**config.mk**
```make
export PLATFORM = sky130hd
export DESIGN_NAME = id_bitmap_decoder
export DESIGN_NICKNAME = d
export VERILOG_FILES = /design/src/rtl/id_bitmap_decoder_pkg.sv /design/src/rtl/id_bitmap_decoder_onehot_decoder.sv /design/src/rtl/id_bitmap_decoder.sv
export SDC_FILE = /design/constraint.sdc
export NUM_CORES = 1
export LEC_CHECK = 0
export CORE_ASPECT_RATIO = 1.75
export CORE_MARGIN = 1
export CORE_UTILIZATION = 43
export DETAILED_ROUTE_END_ITERATION = 10
export GPL_ROUTABILITY_DRIVEN = 0
export PLACE_DENSITY = 0.75
export SYNTH_ARGS = -nofsm -noshare
export SYNTH_HDL_FRONTEND = slang
export SYNTH_HIERARCHICAL = 1
export SYNTH_SLANG_ARGS = --single-unit
```
**constraint.sdc**
```tcl
create_clock -name clk -period 2.53 [get_ports clk]
set_clock_uncertainty 0.1 [all_clocks]
set_input_delay 0.6325 -clock clk [delete_from_list [all_inputs] [get_ports clk]]
set_output_delay 0.6325 -clock clk [all_outputs]
set_load 0.02 [all_outputs]
```
**src/rtl/id_bitmap_decoder_pkg.sv**
```systemverilog
// id_bitmap_decoder helpers
// Width helper shared by the decoder and the tracker.
package id_bitmap_decoder_pkg;

  function automatic int id_width(input int n);
    return (n > 1) ? $clog2(n) : 1;
  endfunction

endpackage

```
**src/rtl/id_bitmap_decoder_onehot_decoder.sv**
```systemverilog
// onehot_decoder: binary ID to one-hot
// IDs outside 0..SEL_WIDTH-1 decode to all-zero.
module onehot_decoder
  import id_bitmap_decoder_pkg::*;
#(
  parameter  int SEL_WIDTH = 8,
  localparam int IDW = id_width(SEL_WIDTH)
) (
  input  logic [IDW-1:0]       id,
  output logic [SEL_WIDTH-1:0] onehot
);

  // A single-entry map ignores the ID bit entirely
  always_comb begin
    onehot = '0;
    for (int i = 0; i < SEL_WIDTH; i++) begin
      if (SEL_WIDTH == 1 || id == IDW'(i))
        onehot[i] = 1'b1;
    end
  end

endmodule

```
**src/rtl/id_bitmap_decoder.sv**
```systemverilog
// id_bitmap_decoder: ID occupancy bitmap
// Tracks set/clear of IDs with count, strobe and sticky error.
module id_bitmap_decoder
  import id_bitmap_decoder_pkg::*;
#(
  parameter  int SEL_WIDTH    = 8,
  localparam int SEL_ID_WIDTH = id_width(SEL_WIDTH)
) (
  input  logic                    clk,
  input  logic                    rst,
  input  logic                    set_vld_i,
  input  logic [SEL_ID_WIDTH-1:0] set_id_i,
  output logic                    set_rdy_o,
  input  logic                    clr_vld_i,
  input  logic [SEL_ID_WIDTH-1:0] clr_id_i,
  output logic [SEL_WIDTH-1:0]    bitmap_o,
  output logic                    dec_vld_o,
  output logic [SEL_WIDTH-1:0]    dec_onehot_o,
  output logic [SEL_ID_WIDTH:0]   used_cnt_o,
  output logic                    full_o,
  output logic                    empty_o,
  output logic                    err_o
);

  localparam int CW = SEL_ID_WIDTH + 1;

  logic [SEL_WIDTH-1:0] set_oh;
  logic [SEL_WIDTH-1:0] clr_oh;
  logic [SEL_WIDTH-1:0] set_mask;
  logic [SEL_WIDTH-1:0] clr_mask;
  logic [SEL_WIDTH-1:0] bitmap_nxt;
  logic                 clr_ok;
  logic                 same_id;
  logic                 err_set;
  logic                 err_clr;

  onehot_decoder #(
    .SEL_WIDTH(SEL_WIDTH)
  ) u_set_dec (
    .id     (set_id_i),
    .onehot (set_oh)
  );

  onehot_decoder #(
    .SEL_WIDTH(SEL_WIDTH)
  ) u_clr_dec (
    .id     (clr_id_i),
    .onehot (clr_oh)
  );

  // Zero one-hot means out of range, so no explicit compare
  assign set_rdy_o = set_vld_i
                   & (|set_oh)
                   & ~(|(set_oh & bitmap_o));

  assign clr_ok = clr_vld_i & (|(clr_oh & bitmap_o));

  // Set blocked only by its own same-cycle release is not an error
  assign same_id = clr_ok & (set_oh == clr_oh);
  assign err_set = set_vld_i & ~set_rdy_o & ~same_id;
  assign err_clr = clr_vld_i & ~clr_ok;

  assign set_mask   = set_rdy_o ? set_oh : '0;
  assign clr_mask   = clr_ok ? clr_oh : '0;
  assign bitmap_nxt = (bitmap_o | set_mask) & ~clr_mask;

  assign full_o  = (used_cnt_o == CW'(SEL_WIDTH));
  assign empty_o = (used_cnt_o == '0);

  always_ff @(posedge clk or posedge rst) begin
    if (rst) begin
      bitmap_o     <= '0;
      used_cnt_o   <= '0;
      dec_vld_o    <= 1'b0;
      dec_onehot_o <= '0;
      err_o        <= 1'b0;
    end else begin
      bitmap_o  <= bitmap_nxt;
      dec_vld_o <= set_rdy_o;
      if (set_rdy_o)
        dec_onehot_o <= set_oh;
      if (err_set | err_clr)
        err_o <= 1'b1;
      unique case ({set_rdy_o, clr_ok})
        2'b10:   used_cnt_o <= used_cnt_o + CW'(1);
        2'b01:   used_cnt_o <= used_cnt_o - CW'(1);
        default: used_cnt_o <= used_cnt_o;
      endcase
    end
  end

endmodule
```
Yosys cells after proc, flatten, opt, wreduce, memory -nomap -nowiden:

Index checks and enable logic that the tools add are counted.

* register bits: 22
* latch bits: 0
* bits in writable memories: 0
* memory bits (read-only): 0
* output and inout bits: 25
* word-level logic and storage cells: 68
* memories kept: 0

* $add $sub $neg: 2
* multiply operators: 0
* div/mod/pow operators: 0
* magnitude comparators: 0
* equal/unequal tests: 18
* shift-type cells: 0
* mux-type cells: 19
* bitwise logic cells: 17
* reductions and logical operators: 7

Operators with widths (number)
* $and A8 B8 Y8: 3
* $eq A3 B3 Y1 const B: 8
* $reduce_or A8 Y1: 3
* $mux W1: 16
* $mux W8: 2
* $eq A3 B2 Y1 const B: 4
* $eq A8 B8 Y1: 1
* $not A8 Y8: 1
* $or A8 B8 Y8: 1
* $pmux W4 S2: 1
* $and A1 B1 Y1: 7
* $eq A3 B1 Y1 const B: 2
* $logic_not A3 Y1: 2
* $add A4 B1 Y4 const B: 1
* $eq A4 B4 Y1 const B: 1
* $logic_not A4 Y1: 1
* $not A1 Y1: 4
* $sub A4 B1 Y4 const B: 1
* $eq A2 B1 Y1 const B: 1
* $eq A2 B2 Y1 const B: 1
* $reduce_bool A2 Y1: 1
* $or A1 B1 Y1: 1

Depth between registers and ports, before layout:

Gate-level depths: netlist of the first run.

* word-level depth: 10
* mapped depth: 11
* mapped depth without buffers: 11

Cells and area by module:

The synthesis of the first run kept the hierarchy.

Modules (own cells, without submodules)
* id_bitmap_decoder: times used 1, cells each 108, area each 1216.2 um^2
* onehot_decoder: times used 2, cells each 8, area each 65.1 um^2

Worst setup path before layout of the first run:

OpenSTA, ideal clock, no wires.

* kind: input to register
* start point: in set_id_i[0]
* end point: reg used_cnt_o[3]
* setup time: 80 ps
* data arrival time: 3078 ps
* data required time: 2350 ps
* path slack: -728 ps
* stages: 11
* path through: and3b_2 a222oi_1 o21ai_4 nor2_4 inv_2 ha_1 ha_1 a21o_1 a21oi_1 mux2i_1 xnor2_1

* longest elaborated chain between the ends: 8
* elaborated cells between the ends (all ways): 26

Ends and longest elaborated chain
* from (decl): line id_bitmap_decoder.sv:12 `input logic [SEL_ID_WIDTH-1:0] set_id_i,`
* $eq A3 B1 Y1 (tied with other cells): line id_bitmap_decoder_onehot_decoder.sv:17 `if (SEL_WIDTH == 1 || id == IDW'(i))`
* $mux W1: line id_bitmap_decoder_onehot_decoder.sv:17
* $and A8 B8 Y8: line id_bitmap_decoder.sv:54 `& ~(|(set_oh & bitmap_o));`
* $reduce_or A8 Y1: line id_bitmap_decoder.sv:54
* $not A1 Y1: line id_bitmap_decoder.sv:54
* $and A1 B1 Y1 *: line id_bitmap_decoder.sv:54
* net set_rdy_o: line id_bitmap_decoder.sv:13 `output logic set_rdy_o,`
* $eq A2 B1 Y1 / $eq A2 B2 Y1 (equally long branches): line id_bitmap_decoder.sv:84 `unique case ({set_rdy_o, clr_ok})`
* $pmux W4 S2 / $reduce_bool A2 Y1 (equally long branches)
* to (signal assigned): line id_bitmap_decoder.sv:85 `2'b10: used_cnt_o <= used_cnt_o + CW'(1);`
* to (signal assigned): line id_bitmap_decoder.sv:86 `2'b01: used_cnt_o <= used_cnt_o - CW'(1);`
* to (signal assigned): line id_bitmap_decoder.sv:87 `default: used_cnt_o <= used_cnt_o;`
* to (decl): line id_bitmap_decoder.sv:19 `output logic [SEL_ID_WIDTH:0] used_cnt_o,`

The timed path passes the listed nets; every way through them passes the cells marked *.
A chain may end at the register's enable or synchronous reset.

Final worst setup path of the first run:

* start point: in set_id_i[2]
* end point: out set_rdy_o

* longest elaborated chain between the ends: 6
* elaborated cells between the ends (all ways): 22

Ends and longest elaborated chain
* $eq A3 B3 Y1 *: line id_bitmap_decoder_onehot_decoder.sv:17
* $mux W1 *: line id_bitmap_decoder_onehot_decoder.sv:17
* net set_oh[6]: line id_bitmap_decoder.sv:27 `logic [SEL_WIDTH-1:0] set_oh;`
* $and A8 B8 Y8: line id_bitmap_decoder.sv:54
* $reduce_or A8 Y1: line id_bitmap_decoder.sv:54
* $not A1 Y1: line id_bitmap_decoder.sv:54
* $and A1 B1 Y1 *: line id_bitmap_decoder.sv:54
* to (decl): line id_bitmap_decoder.sv:13

Marked as above.

==> metrics.md, run 1 <==
| Metric | Value |
|---|---|
| Root Driver | `clkbuf_8` |
| Final Slew Violations | `0` |
| Die area | `around 3400 sq um` |
| Register bit total from synthesis | `22` |
| Cell Chain, Critical Path | `buf_12, and3b_2, or4_4, o21ai_4, nor2_4, buf_4, buf_6` |
| RSZ-0062 raised after global routing | `true` |
| Core area | `2960 sq um` |
| FF-to-FF Start | `bitmap_o[6]` |
| Fmax | `362.1 MHz` |
| DR iter-0 viols | `36` |
| # port buffers | `34` |
| Rel. slew slack | `approximately 65%` |
| Hold path endpoint | `dec_onehot_o[7]` |
| FFs w/ async S/R, synth | `100.0%` |
| Arrival @ worst endpoint | `a little over 2000 ps` |
| Drt total wl | `around 4.2 mm` |
| Worst Setup Start Kind | `primary input` |
| Ys flop type | `dfrtp_1` |
| HP Class | `flip-flop to flip-flop` |
| Yosys cell types | `33` |
| Leak | `1.006 nW` |
| Crit path max fanout | `8` |
| Worst-path clk slew | `approximately 80 ps` |
| Total power | `slightly above 0.002 W` |
| CP max stage delay | `~530 ps` |
| Max cap viols | `0` |
| Share of the synthesized area in the top cell type | `about two fifths` |
| EDFF count, synth | `0` |
| Drt first pass iters | `4` |
| Pwr dens | `roughly 920 nW/um^2` |
| TritonCTS clock tree | `done` |
| Total GRT Usage | `25.75%` |
| DIE WIDTH | `44.30 um` |
| Worst-case reg-to-reg path depth | `11` |
| # DRC | `0` |
| Fin crit share | `109.2%` |
| FP Rows | `26` |
| Fin Setup TNS | `-763.3 ps` |
| Worst VDD drop | `0.6764 mV` |
| Status | `finished with violations` |
| Worst r2r dst | `used_cnt_o[3]` |
| Longest Clk Path Bufs | `2` |
| Vias/cell | `about 5.3` |
| Finished Core Util | `between 70% and 80%` |
| Num Clock Sinks | `22` |
| Hpwl dp | `between 2 and 3 mm` |
| Initial antenna violation count | `0` |
| Filler instances | `approximately 200` |
| Post-CTS Hold Buffers | `0` |
| Post-synth top cells | `dfrtp_1, inv_1, nor3_1` |
| Hold path depth | `1` |
| Wire per inst | `between 15 and 20 um` |
| Layout cells sized above 1 | `between 40 and 50%` |
| Slack of the critical path | `-232.0 ps` |
| Finish-stage setup viols | `4` |
| Die Y | `about 76 um` |
| Largest net degree at the start of global routing | `23` |
| HP Start | `dec_onehot_o[7]` |
| Flop-to-flop setup slack | `~200 ps` |
| Critical Path RT | `1800 ps` |
| Worst skew pair latency | `270 ps` |
| Layout overhead on the synthesized area | `65.24%` |
| Synthesized Nets | `around 140` |
| Non-Filler Instances | `250` |
| H-Tree Depth | `1` |
| Hold Fails Final Rpt | `0` |
| IO Count | `35` |
| Crit. End Element | `primary output` |
| Total grt overflow | `0` |
| Tmin final | `between 2000 and 3000 ps` |
| Seq/Total Area, Yosys | `a little over 40%` |
| Crit Path Class | `primary input to primary output` |
| First-pass GRT wire length | `between 6 and 7 mm` |
| Diode count | `0` |
| Layout Nets | `roughly 220` |
| Mapped cell area | `between 1000 and 1500 sq um` |
| Routed Antenna Nets | `0` |
| Worst-Margin Slew | `roughly 520 ps` |
| Placed Cells | `about 230` |
| Cell with the most instances after synthesis | `dfrtp_1` |
| Synth Warn # | `6` |
| Pre-CTS setup slack | `-1075 ps` |
| Cts bufs inserted | `3` |
| Syn Inst Count | `between 100 and 150` |
| Syn_area_per_cell | `10.86 sq um` |
| Failing checks | `setup timing` |
| Critical path's slowest cell | `or4_4` |
| Leading cell types by total area after synthesis | `dfrtp_1, mux2_4, xnor2_1` |
| Initial cell density of the core | `about 45%` |
| Total number of vias | `around 1300` |
| Vias in the first global route | `1408` |
| Synth area leader | `dfrtp_1` |
[logic make-up (layout without fill, tap and decap cells)]
group                      Yosys count  count (layout)  synth area share (%)
buffers and inverters               15              99                 4.182
adders and majority gates            4               4                 4.275
muxes                               10              10                 10.41
AOI/OAI and AO/OA                   22              22                 12.92
DFF                                 22              22                 40.89
xor gates and xnor gates            11              11                 7.156
and+or+nand+nor                     40              40                 20.17
[power by group]
group | switching, W | total [W] | internal, W
combinational | 0.000540 | 0.00118 | 0.000638
sequential | 0.000127 | 0.000608 | 0.000481
clock | 0.000122 | 0.000261 | 0.000139
[registers in the layout, indices dropped and copies added, names as in the netlist]
signal and cells:
bitmap_o 8, dec_onehot_o 8, used_cnt_o 4, dec_vld_o 1, err_o 1
[layer usage]
metal / up-vias / GRT usage [%] / part of all wire [%]
li1: 621 / - / -
met1: 651 / 27.57 / 38
met2: 37 / 47.06 / 56
met3: 12 / 3.791 / 3.0
met4: 0 / 10.61 / 3.0
met5: - / 0 / 0
[how the worst max path moves through the flow]
stage	start	to	slack [ps]	cells after the start
global placement	set_id_i[1]	set_rdy_o	-1000	7
CTS	set_id_i[0]	used_cnt_o[3]	-210	12
global route	set_id_i[2]	used_cnt_o[3]	-280	12
finish	set_id_i[2]	set_rdy_o	-230	7
detailed placement	set_id_i[1]	set_rdy_o	-1080	7
floorplan	set_id_i[1]	used_cnt_o[3]	-620	11
[cell usage in the layout, fill, tap and decap left out, types with 2 or more instances in the layout]
| cell | synthesis | final |
|---|---|---|
| buf_4 | 0 | 47 |
| clkdlybuf4s50_1 | 0 | 26 |
| dfrtp_1 | 22 | 22 |
| inv_1 | 12 | 11 |
| nor3_1 | 11 | 10 |
| xnor2_1 | 10 | 10 |
| mux2_4 | 8 | 8 |
| a2bb2oi_1 | 8 | 8 |
| a22oi_1 | 6 | 6 |
| and3b_2 | 6 | 6 |
| clkbuf_8 | 0 | 4 |
| nand2_1 | 3 | 3 |
| o21ai_1 | 2 | 3 |
| buf_6 | 0 | 3 |
| nor3b_2 | 0 | 3 |
| nand4_1 | 2 | 2 |
| or4_4 | 1 | 2 |
| mux2i_1 | 2 | 2 |
| nor2_1 | 2 | 2 |
| ha_4 | 0 | 2 |
| clkbuf_2 | 0 | 2 |
| nor3b_1 | 6 | 2 |
[cell type report]
cell class / count / area, sq um / area share (%)
clock buffers: 4 / 55.05 / 2.475
inverters: 13 / 51.30 / 2.306
multi-input cells: 87 / 809.5 / 36.39
flip-flops and latches: 22 / 550.5 / 24.75
well taps: 42 / 52.55 / 2.362
repair buffers: 82 / 705.7 / 31.72
[metrics by stage]
step	instance area [sq um]	hold WS, ps
after global routing	2225	438.8
after global placement	2031	384.3
after CTS	2145	422.4
final	2225	419.1
after floorplan	1385	479.8
after detailed placement	2031	395.7
[timing repair]
action                                  in CTS  in global routing
pin swaps                                    9                 10
setup buffers                                6                  8
endpoints found under the setup margin      23                  4
resized for setup                           38                 14
hold endpoints to repair                     0                  0
[worst max-delay path, delay by kind of cell]
kind                   cells  cell delay [ps]
AND/OR/NAND/NOR            3              810
buffers and inverters      3              370
AO/OA/AOI/OAI              1              210
No activity file was read; power rests on OpenSTA's default activity.
==> run 2: changes to the inputs <==
--- a/config.mk
+++ b/config.mk
@@ -10,6 +10,7 @@
 export CORE_UTILIZATION = 43
 export DETAILED_ROUTE_END_ITERATION = 10
 export GPL_ROUTABILITY_DRIVEN = 0
+export HOLD_SLACK_MARGIN = 0.05
 export PLACE_DENSITY = 0.75
 export SYNTH_ARGS = -nofsm -noshare
 export SYNTH_HDL_FRONTEND = slang
==> results of run 2 <==
No change in the layout: final DEF, timing and power equal those of run 1.
==> run 3: changes to the inputs <==
--- a/config.mk
+++ b/config.mk
@@ -16,3 +16,4 @@
 export SYNTH_HDL_FRONTEND = slang
 export SYNTH_HIERARCHICAL = 1
 export SYNTH_SLANG_ARGS = --single-unit
+export TNS_END_PERCENT = 20
==> metrics.md, run 3 (synthesis gave the netlist of run 1 again) <==
| Metric | Value |
|---|---|
| Filler instances | `209 (+5.0%)` |
| Worst-path clk slew | `80 ps (about the same)` |
| Most frequent cells in the layout | `buf_4, clkdlybuf4s50_1, dfrtp_1` |
| Top delay family on crit path | `simple AND/OR/NAND/NOR gates` |
| Layout cells sized above 1 | `41.87% (-1.4 points)` |
| Routed Antenna Nets | `0 (unchanged)` |
| Final Slew Violations | `0 (unchanged)` |
| Worst Setup Start Kind | `primary input` |
| Fmax | `364.3 MHz (+0.61%)` |
| Final Instance Area | `2212 sq um (-0.56%)` |
| Met2 usage | `43.38% (-3.7 points)` |
| Leak | `0.9789 nW (-2.7%)` |
| Layout overhead on the synthesized area | `64.31%` |
| Tmin final | `2745 ps (-16.74 ps)` |
| Layout Nets | `219 (-1.8%)` |
| Cell Chain, Critical Path | `buf_8, and3b_2, or4_4, o21ai_4, nor2_4, buf_4, buf_6` |
| HP Class | `flip-flop to flip-flop` |
| Die area | `3367 sq um (unchanged)` |
| Hold Fails Final Rpt | `0 (unchanged)` |
| Largest registers | `bitmap_o (8), dec_onehot_o (8), used_cnt_o (4)` |
| Vias/cell | `5.396 (+2.1%)` |
| FP Rows | `26 (unchanged)` |
| IO Count | `35 (unchanged)` |
| H-Tree Depth | `1 (unchanged)` |
| Total number of vias | `1322 (+0.076%)` |
| Rel. slew slack | `75.88% (+11 points)` |
| Longest Clk Path Bufs | `2 (unchanged)` |
| Cts bufs inserted | `3 (unchanged)` |
| DIE WIDTH | `44.30 um (unchanged)` |
| Core area | `2960 sq um (unchanged)` |
| Initial antenna violation count | `0 (unchanged)` |
| Worst skew pair latency | `270 ps (about the same)` |
| TritonCTS clock tree | `done` |
| Register area | `550.5 sq um (unchanged)` |
| Failing checks | `setup timing` |
| Critical path's slowest cell | `or4_4` |
| Fin crit share | `108.5% (-0.66 points)` |
| Drt total wl | `3.824 mm (-7.9%)` |
| Wire per inst | `15.61 um (-6.1%)` |
| Met1 usage | `28.42% (+0.85 points)` |
| Crit Path Class | `primary input to primary output` |
| Busiest layer in global routing | `met2` |
| Drt first pass iters | `4 (unchanged)` |
| Total grt overflow | `0 (unchanged)` |
| Worst-Margin Slew | `361.7 ps (-158.2 ps)` |
| DR iter-0 viols | `25 (-31%)` |
| Total GRT Usage | `24.59% (-1.2 points)` |
| Diode count | `0 (unchanged)` |
| Root Driver | `clkbuf_8` |
| Arrival @ worst endpoint | `2010 ps (-20 ps)` |
| # DRC | `0 (unchanged)` |
| Num Clock Sinks | `22 (unchanged)` |
| Multi-input gate area | `818.3 sq um (+1.1%)` |
| Most common cell after layout, fill and taps aside | `buf_4` |
| Pwr dens | `909.8 nW/um^2 (-1.1%)` |
| Total power | `0.002013 W (-1.7%)` |
| Critical Path RT | `1800 ps (about the same)` |
| # port buffers | `34 (unchanged)` |
| Largest net degree at the start of global routing | `23 (unchanged)` |
| Initial cell density of the core | `45.48% (unchanged)` |
| Worst VDD drop | `0.6719 mV (-0.65%)` |
| Fin Setup TNS | `-1464 ps (-700.2 ps)` |
| Max cap viols | `0 (unchanged)` |
| Finish-stage setup viols | `12 (+8)` |
| Status | `finished with violations` |
| Non-Filler Instances | `245 (-2.0%)` |
| Met3 Track Usage GR | `3.081% (-0.71 points)` |
| CP max stage delay | `530 ps (about the same)` |
| RSZ-0062 raised after global routing | `true` |
| Hpwl dp | `2.855 mm (-2.6%)` |
| First-pass GRT wire length | `6.341 mm (-2.7%)` |
| Placed Cells | `234 (unchanged)` |
| Slack of the critical path | `-215.3 ps (+16.74 ps)` |
| Crit path max fanout | `8 (unchanged)` |
| Area after DPL | `2031 sq um (unchanged)` |
| Worst path bufs/invs | `3 (unchanged)` |
| Vias in the first global route | `1355 (-3.8%)` |
| Crit. End Element | `primary output` |
| Die Y | `76.02 um (unchanged)` |
run 3: metrics by stage:
stage	setup slack (ps)	util, %	hold WS, ps
6_report	-215.3	74.73	389.2
5_1_grt	-298.5	74.73	409.3
4_1_cts	-230.5	73.67	393.6
3_5_place_dp	-1016	68.60	375.2
3_3_place_gp	-972.8	68.60	364.4
2_1_floorplan	-630.4	-	479.8
run 3: layout make-up:
cell class	count	area share, %
repair buffers	78	31.67
inverters	13	2.206
flip-flops and latches	22	24.89
clock buffers	3	1.867
well taps	42	2.376
multi-input cells	87	36.99
run 3: report_power, final:
group / total, W / leakage [nW] / internal (W) / switching (W)
registers: 0.000624 / 0.271 / 0.000481 / 0.000143
logic: 0.00117 / 0.687 / 0.000645 / 0.000526
clock network: 0.000218 / 0.0216 / 0.000106 / 0.000112
total: 0.00201 / 0.979 / 0.00123 / 0.000781
run 3: final timing paths:
path,start,to,slack [ps],cells past startpoint
max in group asynchronous,rst,bitmap_o[4],1500,3
setup reg to reg,bitmap_o[3],used_cnt_o[3],100,11
min in group asynchronous,rst,bitmap_o[6],610,3
hold / removal,err_o,err_o,390,2
hold reg to reg,err_o,err_o,390,2
setup / recovery,set_id_i[1],set_rdy_o,-220,7
run 3: per-layer routing:
metal  vias to the layer above  wire length (um)
met2                        38              2128
met3                         8               148
li1                        614                 -
met4                         0                68
met5                         -                 0
met1                       662              1479
run 3: what timing repair did:
action,in CTS,in global routing
cloned,0,0
hold endpoints to repair,0,0
hold buffers,0,0
buffers inserted,6,2
setup endpoints to repair,17,12
gates resized for setup,44,8
pin swaps,9,8
run 3: tightest hold or removal path: cells and delay by family, from the launching register on:
kind,cells,cell delay (ps)
compound gates,2,100
flops,1,350
